`src/rtl/elbeth_stall_pkg.sv`:
```
`default_nettype none
// ============================================================================
// Module      : elbeth_stall_pkg
// Description : Shared definitions for the ELBETH memory-wait stall unit:
//               per-port FSM state encodings, default parameter values used
//               by the control unit and benches, and a port-index width
//               helper.
// Ports       : (package, none)
// Revision    : 1.0 - initial release
// ============================================================================
package elbeth_stall_pkg;

  // Per-port handshake FSM states.
  typedef enum logic [1:0] {
    ST_IDLE  = 2'd0,
    ST_WAIT  = 2'd1,
    ST_ABORT = 2'd2
  } port_state_e;

  // Default parameter values.
  localparam int C_DEF_NUM_PORTS = 2;
  localparam int C_DEF_TIMEOUT_W = 8;
  localparam int C_DEF_CNT_W     = 16;

  // Width needed to encode a port index; never less than one bit.
  function automatic int port_idx_w(input int n);
    return (n > 1) ? $clog2(n) : 1;
  endfunction

endpackage
`default_nettype wire

```
`src/rtl/elbeth_port_waiter.sv`:
```
`default_nettype none
// ============================================================================
// Module      : elbeth_port_waiter
// Description : One memory port's wait tracker. Follows the enable/ready
//               handshake, counts consecutive wait cycles and moves to a
//               one-cycle ABORT state once the programmable limit is reached.
// Ports       : clk        - clock
//               rst        - synchronous active-high reset
//               i_en       - request active this cycle
//               i_ready    - access completes this cycle
//               i_timeout  - wait-cycle limit, 0 disables the timeout
//               o_waiting  - request pending and not completing (combinational)
//               o_in_abort - port is in its abort cycle (registered)
// Revision    : 1.0 - initial release
// ============================================================================
module elbeth_port_waiter
  import elbeth_stall_pkg::*;
#(
  parameter int TIMEOUT_W = C_DEF_TIMEOUT_W
) (
  input  logic                 clk,
  input  logic                 rst,
  input  logic                 i_en,
  input  logic                 i_ready,
  input  logic [TIMEOUT_W-1:0] i_timeout,
  output logic                 o_waiting,
  output logic                 o_in_abort
);

  port_state_e          r_state;
  logic [TIMEOUT_W-1:0] r_wcnt;
  logic                 r_in_abort;

  logic                 w_req;
  logic [TIMEOUT_W-1:0] w_wcnt_inc;
  logic                 w_limit;

  assign w_req      = i_en & ~i_ready;
  assign w_wcnt_inc = r_wcnt + 1'b1;

  // r_wcnt holds the number of wait cycles already completed (0 in IDLE),
  // so w_wcnt_inc counts the current cycle too. Comparing it to the limit
  // makes the stall last exactly `timeout` cycles, with the abort cycle
  // immediately after. A ready in the compare cycle clears w_req and wins.
  assign w_limit = (i_timeout != '0) && (w_wcnt_inc == i_timeout);

  always_ff @(posedge clk) begin
    if (rst) begin
      r_state    <= ST_IDLE;
      r_wcnt     <= '0;
      r_in_abort <= 1'b0;
    end else begin
      case (r_state)
        ST_IDLE: begin
          if (w_req) begin
            if (w_limit) begin
              r_state    <= ST_ABORT;
              r_wcnt     <= '0;
              r_in_abort <= 1'b1;
            end else begin
              r_state <= ST_WAIT;
              r_wcnt  <= w_wcnt_inc;
            end
          end
        end
        ST_WAIT: begin
          if (!w_req) begin
            r_state <= ST_IDLE;
            r_wcnt  <= '0;
          end else if (w_limit) begin
            r_state    <= ST_ABORT;
            r_wcnt     <= '0;
            r_in_abort <= 1'b1;
          end else begin
            r_wcnt <= w_wcnt_inc;
          end
        end
        ST_ABORT: begin
          // Inputs are ignored during the abort cycle.
          r_state    <= ST_IDLE;
          r_wcnt     <= '0;
          r_in_abort <= 1'b0;
        end
        default: begin
          r_state    <= ST_IDLE;
          r_wcnt     <= '0;
          r_in_abort <= 1'b0;
        end
      endcase
    end
  end

  assign o_waiting  = w_req & ~r_in_abort;
  assign o_in_abort = r_in_abort;

endmodule
`default_nettype wire

```
`src/rtl/elbeth_stall_unit.sv`:
```
`default_nettype none
// ============================================================================
// Module      : elbeth_stall_unit
// Description : Parametrised memory-wait stall controller. Converts the
//               per-port wait status into per-stage stall/bubble controls,
//               flushes the pipe on a bus timeout and keeps a saturating
//               stall-cycle counter.
// Ports       : clk          - clock
//               rst          - synchronous active-high reset
//               mem_en       - per-port request active
//               mem_ready    - per-port access completes
//               timeout      - wait-cycle limit, 0 disables
//               cnt_clr      - clear stall-cycle counter
//               stall        - per-stage hold
//               bubble       - per-stage NOP injection
//               mem_abort    - per-port one-cycle request abort
//               exc_timeout  - one-cycle bus-timeout exception
//               exc_port     - lowest aborting port index
//               stall_cycles - saturating count of cycles with stall[0]
// Revision    : 1.0 - initial release
// ============================================================================
module elbeth_stall_unit
  import elbeth_stall_pkg::*;
#(
  parameter int NUM_PORTS = C_DEF_NUM_PORTS,
  parameter int TIMEOUT_W = C_DEF_TIMEOUT_W,
  parameter int CNT_W     = C_DEF_CNT_W,
  parameter int PW        = port_idx_w(NUM_PORTS)
) (
  input  logic                 clk,
  input  logic                 rst,
  input  logic [NUM_PORTS-1:0] mem_en,
  input  logic [NUM_PORTS-1:0] mem_ready,
  input  logic [TIMEOUT_W-1:0] timeout,
  input  logic                 cnt_clr,
  output logic [NUM_PORTS-1:0] stall,
  output logic [NUM_PORTS-1:0] bubble,
  output logic [NUM_PORTS-1:0] mem_abort,
  output logic                 exc_timeout,
  output logic [PW-1:0]        exc_port,
  output logic [CNT_W-1:0]     stall_cycles
);

  logic [NUM_PORTS-1:0] w_waiting;
  logic [NUM_PORTS-1:0] w_in_abort;
  logic [NUM_PORTS-1:0] w_stall_raw;
  logic [NUM_PORTS-1:0] w_bubble_raw;
  logic [PW-1:0]        w_exc_port;
  logic                 w_exc;
  logic [CNT_W-1:0]     r_stall_cycles;

  for (genvar gi = 0; gi < NUM_PORTS; gi++) begin : g_port
    elbeth_port_waiter #(
      .TIMEOUT_W (TIMEOUT_W)
    ) u_waiter (
      .clk        (clk),
      .rst        (rst),
      .i_en       (mem_en[gi]),
      .i_ready    (mem_ready[gi]),
      .i_timeout  (timeout),
      .o_waiting  (w_waiting[gi]),
      .o_in_abort (w_in_abort[gi])
    );
  end

  // A wait in stage j freezes every stage upstream of it: suffix OR.
  always_comb begin
    logic v_acc;
    v_acc       = 1'b0;
    w_stall_raw = '0;
    for (int k = NUM_PORTS - 1; k >= 0; k--) begin
      v_acc          = v_acc | w_waiting[k];
      w_stall_raw[k] = v_acc;
    end
  end

  // Bubble the first stage that is free to move behind a held stage.
  always_comb begin
    w_bubble_raw = '0;
    for (int k = 1; k < NUM_PORTS; k++) begin
      w_bubble_raw[k] = w_stall_raw[k-1] & ~w_stall_raw[k];
    end
  end

  // Priority encoder: scanning high to low lets the lowest index win.
  always_comb begin
    w_exc_port = '0;
    for (int k = NUM_PORTS - 1; k >= 0; k--) begin
      if (w_in_abort[k]) begin
        w_exc_port = PW'(k);
      end
    end
  end

  assign w_exc = (|w_in_abort) & ~rst;

  // An exception flushes the whole pipe: no stalls, bubbles everywhere.
  assign stall        = (rst || w_exc) ? '0 : w_stall_raw;
  assign bubble       = rst ? '0 : (w_exc ? '1 : w_bubble_raw);
  assign mem_abort    = rst ? '0 : w_in_abort;
  assign exc_timeout  = w_exc;
  assign exc_port     = w_exc ? w_exc_port : '0;
  assign stall_cycles = rst ? '0 : r_stall_cycles;

  always_ff @(posedge clk) begin
    if (rst) begin
      r_stall_cycles <= '0;
    end else if (cnt_clr) begin
      r_stall_cycles <= '0;
    end else if (stall[0] && (r_stall_cycles != '1)) begin
      r_stall_cycles <= r_stall_cycles + 1'b1;
    end
  end

endmodule
`default_nettype wire

```
`config.mk`:
```
export PLATFORM = sky130hd
export DESIGN_NAME = elbeth_stall_unit
export DESIGN_NICKNAME = d
export VERILOG_FILES = /design/src/rtl/elbeth_stall_pkg.sv /design/src/rtl/elbeth_port_waiter.sv /design/src/rtl/elbeth_stall_unit.sv
export SDC_FILE = /design/constraint.sdc
export NUM_CORES = 1
export LEC_CHECK = 0
export BUFFER_PORTS_ARGS = -buffer_cell sky130_fd_sc_hd__buf_2
export CORE_UTILIZATION = 45
export DETAILED_ROUTE_END_ITERATION = 10
export PLACE_DENSITY = 0.67
export SLEW_MARGIN = 20
export SYNTH_ARGS = -nofsm -noshare
export SYNTH_HDL_FRONTEND = slang
export SYNTH_SLANG_ARGS = --single-unit
```
`constraint.sdc`:
```
create_clock -name clk -period 5.4 [get_ports clk]
set_input_delay 0.27 -clock clk [delete_from_list [all_inputs] [get_ports clk]]
set_output_delay 0.27 -clock clk [all_outputs]
set_load 0.005 [all_outputs]
```
---- After elaboration in Yosys (flattened, before gate mapping) ----
Cells that the tools add are included.
storage, ports and cells
  bits in read-only memories .............. 0
  bits in latches ......................... 0
  input bits .............................. 15
  bits in registers ....................... 38
  memories ................................ 0
  RAM bits ................................ 0
operators by class
  mux-type cells .......................... 26
  order comparisons ....................... 0
  $mul .................................... 0
  $add $sub $neg .......................... 3
  reduce and logical (&&, ||, !) cells .... 17
  shifts and indexed selects .............. 0
  equal/unequal tests ..................... 9
  bitwise gates (word level) .............. 15
  div/mod/pow operators ................... 0
operators by type and width
  operator               count
  $mux 8                 6
  $pmux 8 s2             2
  $mux 2                 12
  $add 16x1->16 const B  1
  $add 8x1->8 const B    2
  $eq 8x8->1             2
  $mux 16                1
  $ne 16x16->1 const B   1
  $reduce_or 2->1        6
  $not 1->1              8
  $pmux 2 s2             2
  $reduce_and 2->1       4
  $reduce_bool 8->1      1
  $and 1x1->1            6
  $ne 3x3->1 const B     2
  $eq 2x1->1 const B     2
  $logic_not 2->1        2
  $ne 2x1->1 const B     2
  $logic_and 1x1->1      3
  $mux 1                 3
  $logic_or 1x1->1       1
  $or 1x1->1             1

---- Depth between registers and ports, before layout ----
Gate-level depths: netlist (run 1).
  depth in word-level cells ............... 7
  gate-level depth with buffers ........... 8
  depth with buffers taken out ............ 7

---- Hierarchy ----
Synthesis (run 1) repeated with hierarchy kept, for this count alone.
second synthesis, totals
  cell total of the unflattened synthesis .. 286
  area, all modules ....................... 2437.3 um^2
by module, submodules not included
  module              instances  area each (um^2)  cells an instance
  elbeth_port_waiter  2          686.9             75
  elbeth_stall_unit   1          1063.5            136

---- Worst setup path before layout (run 1) ----
Ideal clock, no wire load.
  kind .................................... reg-to-reg
  start point ............................. reg g_port[0].u_waiter.r_wcnt[0]
  end point ............................... reg g_port[0].u_waiter.r_wcnt[1]
  path slack .............................. 3399 ps
  stages on the path, launching flop included .. 8
  path buffers ............................ 1
  data required time ...................... 5283 ps
  arrival time ............................ 1884 ps
  setup time .............................. 117 ps
  path through ............................ dfxtp_1 -> ha_1 -> and3_4 -> a31o_1 -> a2111oi_2 -> nand4_1 -> buf_6 -> a32o_1
between the ends
  longest elaborated chain between the ends .. 6
  elaborated cells on any way between the ends .. 7
  those cells by class .................... 1 x add/sub; 1 x eq/ne; 4 x mux; 1 x reduce/logical
ends and longest elaborated chain
  item                              line                                                text
  start, declared                   elbeth_port_waiter.sv:31                            logic [TIMEOUT_W-1:0] r_wcnt;
  start signal, assigned            elbeth_port_waiter.sv:62                            r_wcnt <= w_wcnt_inc;
  start signal, assigned            elbeth_port_waiter.sv:75                            r_wcnt <= w_wcnt_inc;
  $add 8x1->8 *                     elbeth_port_waiter.sv:39                            assign w_wcnt_inc = r_wcnt + 1'b1;
  $eq 8x8->1                        elbeth_port_waiter.sv:45                            assign w_limit = (i_timeout != '0) && (w_wcnt_inc == i_timeout);
  $logic_and 1x1->1                 elbeth_port_waiter.sv:45
  $mux 8 *                          elbeth_port_waiter.sv:56, elbeth_port_waiter.sv:70
  $mux 8, on equally long branches  elbeth_port_waiter.sv:67, elbeth_port_waiter.sv:55
  $pmux 8 s2 *                      elbeth_port_waiter.sv:53                            case (r_state)
Mark *: on every way between the ends. The rest lies on a longest branch, timed or not. The select of a mux whose other input is x is not followed.
A chain may end at the register's enable or synchronous reset.

---- Final worst setup path (run 1) ----
Same ends and word-level chain as after synthesis.

==> results of run 1 <==
[power breakdown]
part	switching, mW	internal, mW
clock	0.0973	0.136
sequential	0.00320	0.283
combinational	0.0299	0.0205
total	0.130	0.439
[state kept, by name, summed over array words and instances, names as in the netlist]
signal	flops
r_stall_cycles	16
g_port.u_waiter.r_state	4
g_port.u_waiter.r_wcnt	16
g_port.u_waiter.o_in_abort	2
[final timing paths]
path	endpoint	slack, ns	cells past startpoint	from
max	g_port[0].u_waiter.r_wcnt[1]	3.01	6	g_port[0].u_waiter.r_wcnt[0]
min	g_port[0].u_waiter.r_state[1]	0.42	3	mem_en[0]
max reg2reg	g_port[0].u_waiter.r_wcnt[1]	3.01	6	g_port[0].u_waiter.r_wcnt[0]
min reg2reg	g_port[0].u_waiter.r_wcnt[7]	0.49	2	g_port[0].u_waiter.r_wcnt[7]
[worst min-delay path, stage by stage]
cell      delay [ns]
buf_2           0.10
nand2b_1        0.19
nor4_1          0.08
[cells by family after synthesis]
kind of cell	share of synthesized area [%]
multiplexers	0.419
adder cells (fa/ha/maj)	1.57
XOR/XNOR	14.2
AND/OR/NAND/NOR	34.6
buffers and inverters	5.44
flip-flops	31.8
AO/OA/AOI/OAI	11.9
[per-stage QoR]
stage	hold slack [ns]	instance area [um^2]	utilization, %	setup slack, ns	power (mW)
2_1_floorplan	0.457	2390	-	3.40	0.327
3_3_place_gp	0.471	2550	49.9	3.13	0.342
3_5_place_dp	0.480	2550	49.9	3.03	0.343
4_1_cts	0.413	2660	52.0	3.02	0.575
5_1_grt	0.439	2660	52.0	2.84	0.598
6_report	0.416	2660	52.0	3.01	0.569
[metal layers]
layer | track usage [%] | vias up
met5 | 0 | -
met4 | 4.82 | 0
met3 | 5.09 | 4
met2 | 32.2 | 24
met1 | 24.6 | 979
li1 | - | 1073
[final cells by class]
| cell class | count | area [um^2] | share of cell area [%] |
|---|---|---|---|
| timing repair buffer | 38 | 190 | 7.16 |
| clock inverter | 3 | 40.0 | 1.51 |
| sequential | 38 | 761 | 28.6 |
| inverter | 3 | 11.3 | 0.424 |
| tap | 70 | 87.6 | 3.30 |
| multi-input combinational | 233 | 1500 | 56.4 |
| clock buffer | 5 | 68.8 | 2.59 |
[cells in the mapped netlist (2+ instances only)]
library cell,n
buf_2,4
nand4_1,13
xor2_1,19
o21ai_0,6
nor3_1,8
nor4_1,4
clkbuf_8,2
o221ai_1,5
nor2_1,30
nand4b_1,2
or2_2,4
buf_6,3
ha_1,3
and4_1,3
xnor2_1,18
nand2_1,34
nor4b_1,2
nand3_1,13
nand2b_1,2
dfxtp_1,38
clkbuf_1,5
nor2b_1,25
o31a_1,2
o21a_1,2
buf_4,2
inv_1,3
a31oi_1,2
and3_1,8
nor3b_1,2
o21ai_1,2
and2_1,4
==> summary.md, run 1 <==
| Metric | Value |
|---|---|
| Hold_buf cts | 0 |
| Synth area leader | dfxtp_1 |
| Die area | 5610 um^2 |
| Final period utilization | 44.3% |
| First-pass GRT wire length | 8360 um |
| Vias in the first global route | 1,822 |
| Static leakage | approximately 1.1 nW |
| Yosys top cell area share | between 30% and 40% |
| CP delay by family, top | compound AO/OA/AOI/OAI gates |
| Area Growth Syn to Fin | 11.2% |
| Fraction of layout cells with a size suffix above 1 | between 10% and 20% |
| Synthesis Warnings | 0 |
| Pins over their slew limit | 0 |
| Core area | 5110 um^2 |
| Fin nets | 337 |
| Boundary pin count | 39 |
| Max Fclk | 418 MHz |
| Crit Path Max Fanout | 11 |
| WP buf/inv | 0 |
| GRT Total Usage | between 10% and 20% |
| Flops & latches, synth | 38 |
| Critical path's slowest cell | nand4_1 |
| # diodes | 0 |
| Largest cells by area after synthesis | dfxtp_1, xor2_1, xnor2_1, nor2b_1, nand2_1 |
| FILL cells | 514 |
| Final min period | 2.39 ns |
| Mapped Cells | between 200 and 300 |
| PortBufs | 38 |
| Vias | around 2.1k |
| CP startpoint kind | register |
| Final hold vios | 0 |
| RSZ-0062 raised after global routing | no |
| Worst-Margin Slew | about 0.96 ns |
| Maximum VDD drop | 0.000114 V |
| Top sig layer | met4 |
| Routed vias/inst | 5.33 |
| CTS Sinks | 38 |
| Dpl hpwl | 3650 um |
| DRC Markers | 0 |
| Horiz. Die Dim | 74.9 um |
| Post-synth EDFFs | 0 |
| Sequential cell area fraction in the yosys report | between 30% and 40% |
| Wire length on met2 | 2410 um |
| WP data required | ~5.6 ns |
| Antenna Nets Post-Route | 0 |
| Ys flop type | dfxtp_1 |
| GRT overflow | 0 |
| Initial antenna violation count | 0 |
| Post-CTS Resized | 0 |
| CTS tree | built |
| Mapped Nets | 309 |
| TritonCTS Buffers | 5 |
| Setup-violating endpoint count in the final report | 0 |
| Die height | 74.9 um |
| Rows | 26 |
| Largest net degree at the start of global routing | 31 |
| Clk root buf | clkbuf_8 |
| CP max stage delay | 0.43 ns |
| Avg Cell Area, Syn | 8.21 um^2 |
| Crit Path Class | register to register |
| Worst rel slew slack | a little over a third |
| GPL Wtd Cong | 0.859 |
| Routed wl met3 | 118 um |
| Critical Path End Type | register |
| Most frequent cells in the layout | dfxtp_1, buf_2, nand2_1, nor2_1, nor2b_1 |
| First-pass DRT Iterations | 4 |
| Max Cap Viol | 0 |
| Worst-skew pair later-pin latency | between 0.2 and 0.3 ns |
| Non-Filler Instances | slightly below 400 |
| Htree depth | 2 |
| DR WL/cell | 12.7 um |
| Post-synth cell types | 52 |
| Starting DRC count in detailed routing | 69 |
| Post-Route Skew | 0.00382 ns |
| DP Cell Count | 382 |
| Cell Pwr Density | 214 nW/um^2 |
| Asr flop ratio synth | 0% |
| Cell Chain, Critical Path | ha_1, and3_4, a31o_1, a2111oi_2, nand4_1, a32o_1 |
| Synthesized cell area | ~2400 um^2 |
| Status | complete, no violations |
| Met1 Wirelength | 2400 um |
| Number of setup buffers added after CTS | 0 |
| Initial Utilization | 46.8% |
| Max Buffers Root-to-Sink | 2 |
| Crit path DAT | 2.58 ns |
| Setup TNS | 0 ns |
| Worst-path clk slew | 0.07 ns |
| HP Class | input pin to register |
| Total wire length | 4960 um |
No activity file was read; power rests on OpenSTA's default activity.
==> run 2, diff against run 1 <==
--- a/config.mk
+++ b/config.mk
@@ -8,7 +8,7 @@
 export BUFFER_PORTS_ARGS = -buffer_cell sky130_fd_sc_hd__buf_2
 export CORE_UTILIZATION = 45
 export DETAILED_ROUTE_END_ITERATION = 10
-export PLACE_DENSITY = 0.67
+export PLACE_DENSITY = 0.69
 export SLEW_MARGIN = 20
 export SYNTH_ARGS = -nofsm -noshare
 export SYNTH_HDL_FRONTEND = slang
==> constraint.sdc (replaced) <==
create_clock -name clk -period 2.13 [get_ports clk]
set_input_delay 0.1065 -clock clk [delete_from_list [all_inputs] [get_ports clk]]
set_output_delay 0.1065 -clock clk [all_outputs]
set_load 0.005 [all_outputs]
==> summary.md, run 2 (synthesis gave the netlist of run 1 again) <==
| Metric | Value |
|---|---|
| Status | complete, no violations |
| Final min period | 1.98 ns |
| Maximum VDD drop | 0.000297 V |
| WP data required | 2.30 ns |
| Clk root buf | clkbuf_8 |
| Setup crit end | g_port[1].u_waiter.r_wcnt[3] |
| Initial Utilization | ~47% |
| Clk pwr share | 37.6% |
| Placed inst area | 2630 um^2 |
| Reg2Reg Depth | 6 |
| Final hold vios | 0 |
| Max Fclk | 505 MHz |
| Crit. Startpoint | g_port[1].u_waiter.r_wcnt[3] |
| TritonCTS Buffers | 5 |
| Total wire length | 5010 um |
| Psw | roughly 350 uW |
| GRT Total Usage | around a fifth |
| R2R Setup Slk | 0.15 ns |
| Logic pwr share | 10.4% |
| Final period utilization | between 90 and 100% |
| Min-delay src | rst |
| Vias in the first global route | between 1.5k and 2k |
| R2R Path End | g_port[1].u_waiter.r_wcnt[3] |
| Starting DRC count in detailed routing | 60 |
| Routed vias/inst | between 5 and 6 |
| Crit Path Max Fanout | 8 |
| RSZ-0062 raised after global routing | no |
| Crit Path Class | register to register |
| Worst-Margin Slew | 0.919 ns |
| Max Cap Viol | 0 |
| CTS tree | built |
| FILL cells | 495 |
| Worst rel slew slack | 38.3% |
| HP Class | input pin to register |
| GPL Wtd Cong | 0.818 |
| Cell Pwr Density | 506 nW/um^2 |
| Area Growth Syn to Fin | 14.5% |
| Fraction of layout cells with a size suffix above 1 | between 20% and 30% |
| First-pass GRT wire length | 8310 um |
| Horiz. Die Dim | 74.9 um |
| Boundary pin count | 39 |
| Static leakage | 1.13 nW |
| Cell Chain, Critical Path | and4_1, a21boi_0, nor4b_1, a21oi_4, o21ai_2, o211ai_1 |
| Number of setup buffers added after CTS | 0 |
| Pre-CTS setup slack | roughly 0.12 ns |
| DR WL/cell | 12.5 um |
| CP startpoint kind | register |
| PortBufs | 38 |
| Overall Power | 1.39 mW |
| Rows | 26 |
| Post-Route Skew | 0.00359 ns |
| Die height | between 70 and 80 um |
| Most frequent cells in the layout | dfxtp_1, buf_2, nand2_1, nor2_1, nor2b_1 |
| Critical Path End Type | register |
| Worst-skew pair later-pin latency | 0.28 ns |
| Antenna Nets Post-Route | 0 |
| Vias | 2,114 |
| Fin nets | between 300 and 400 |
| Biggest regs | g_port.u_waiter.r_wcnt (16), r_stall_cycles (16), g_port.u_waiter.r_state (4) |
| CP max stage delay | between 0.4 and 0.5 ns |
| Hold slack | roughly 0.23 ns |
| Layout Utilization | 53.6% |
| Int Pwr | 1.04 mW |
| Core area | 5110 um^2 |
| Hold Path Stages | 2 |
| CTS Sinks | 38 |
| Dpl hpwl | 3820 um |
| Crit path DAT | 2.14 ns |
| Largest net degree at the start of global routing | 18 |
| GRT overflow | 0 |
| Final WS setup | around 0.15 ns |
| # diodes | 0 |
| Setup TNS | 0 ns |
| Non-Filler Instances | roughly 400 |
| DRC Markers | 0 |
| DP Cell Count | 393 |
| Die area | 5610 um^2 |
| Setup-violating endpoint count in the final report | 0 |
| Design area | 2740 um^2 |
| Critical path's slowest cell | dfxtp_1 |
| Pins over their slew limit | 0 |
| Htree depth | 2 |
| Switching Fraction | 25.1% |
| FF-to-FF Start | g_port[1].u_waiter.r_wcnt[3] |
| Power share of the sequential group | 52.0% |
| Initial antenna violation count | 0 |
| Max Buffers Root-to-Sink | 2 |
| First-pass DRT Iterations | 4 |
| Worst-path clk slew | approximately 0.080 ns |
-- run 2: worst min path at each step --
stage,end,slack [ns]
4_1_cts,g_port[0].u_waiter.r_wcnt[3],0.21
3_5_place_dp,g_port[0].u_waiter.r_wcnt[7],0.48
3_3_place_gp,g_port[0].u_waiter.r_wcnt[7],0.48
2_1_floorplan,stall[0],0.24
5_1_grt,g_port[0].u_waiter.r_wcnt[2],0.26
6_report,g_port[0].u_waiter.r_wcnt[2],0.23
-- run 2: critical path, delay by kind of cell (launching register included) --
kind            cells  cell delay [ns]
simple gates        2             0.80
compound gates      4             0.57
flops               1             0.49
-- run 2: cell type report --
cell class	instances	area, um^2	share of cell area (%)
well taps	70	87.6	3.20
flip-flops and latches	38	761	27.8
inverters	3	11.3	0.412
repair buffers	49	273	9.97
clock buffers	6	82.6	3.02
multi-input cells	233	1510	55.1
clock inverters	2	12.5	0.457
-- run 2: power by group through the flow --
stage               Clock, mW  Combinational, mW  Sequential, mW
floorplan                   0             0.0918           0.738
global placement            0              0.140           0.737
detailed placement          0              0.143           0.737
CTS                     0.532              0.143           0.720
global route            0.562              0.160           0.721
finish                  0.521              0.144           0.720
-- run 2: timing repair --
action                                  in CTS  in global routing
hold buffers                                 0                  0
endpoints found under the setup margin       0                  4
resized for setup                            0                  2
-- run 2: layer usage --
layer / wire, um / vias to the layer above / part of all wire [%] / GRT usage (%)
li1: - / 1096 / - / -
met1: 2450 / 992 / 49 / 25.7
met2: 2420 / 22 / 48 / 31.0
met3: 116 / 4 / 2.3 / 3.75
met4: 21 / 0 / 0.42 / 3.56
met5: 0 / - / 0 / 0
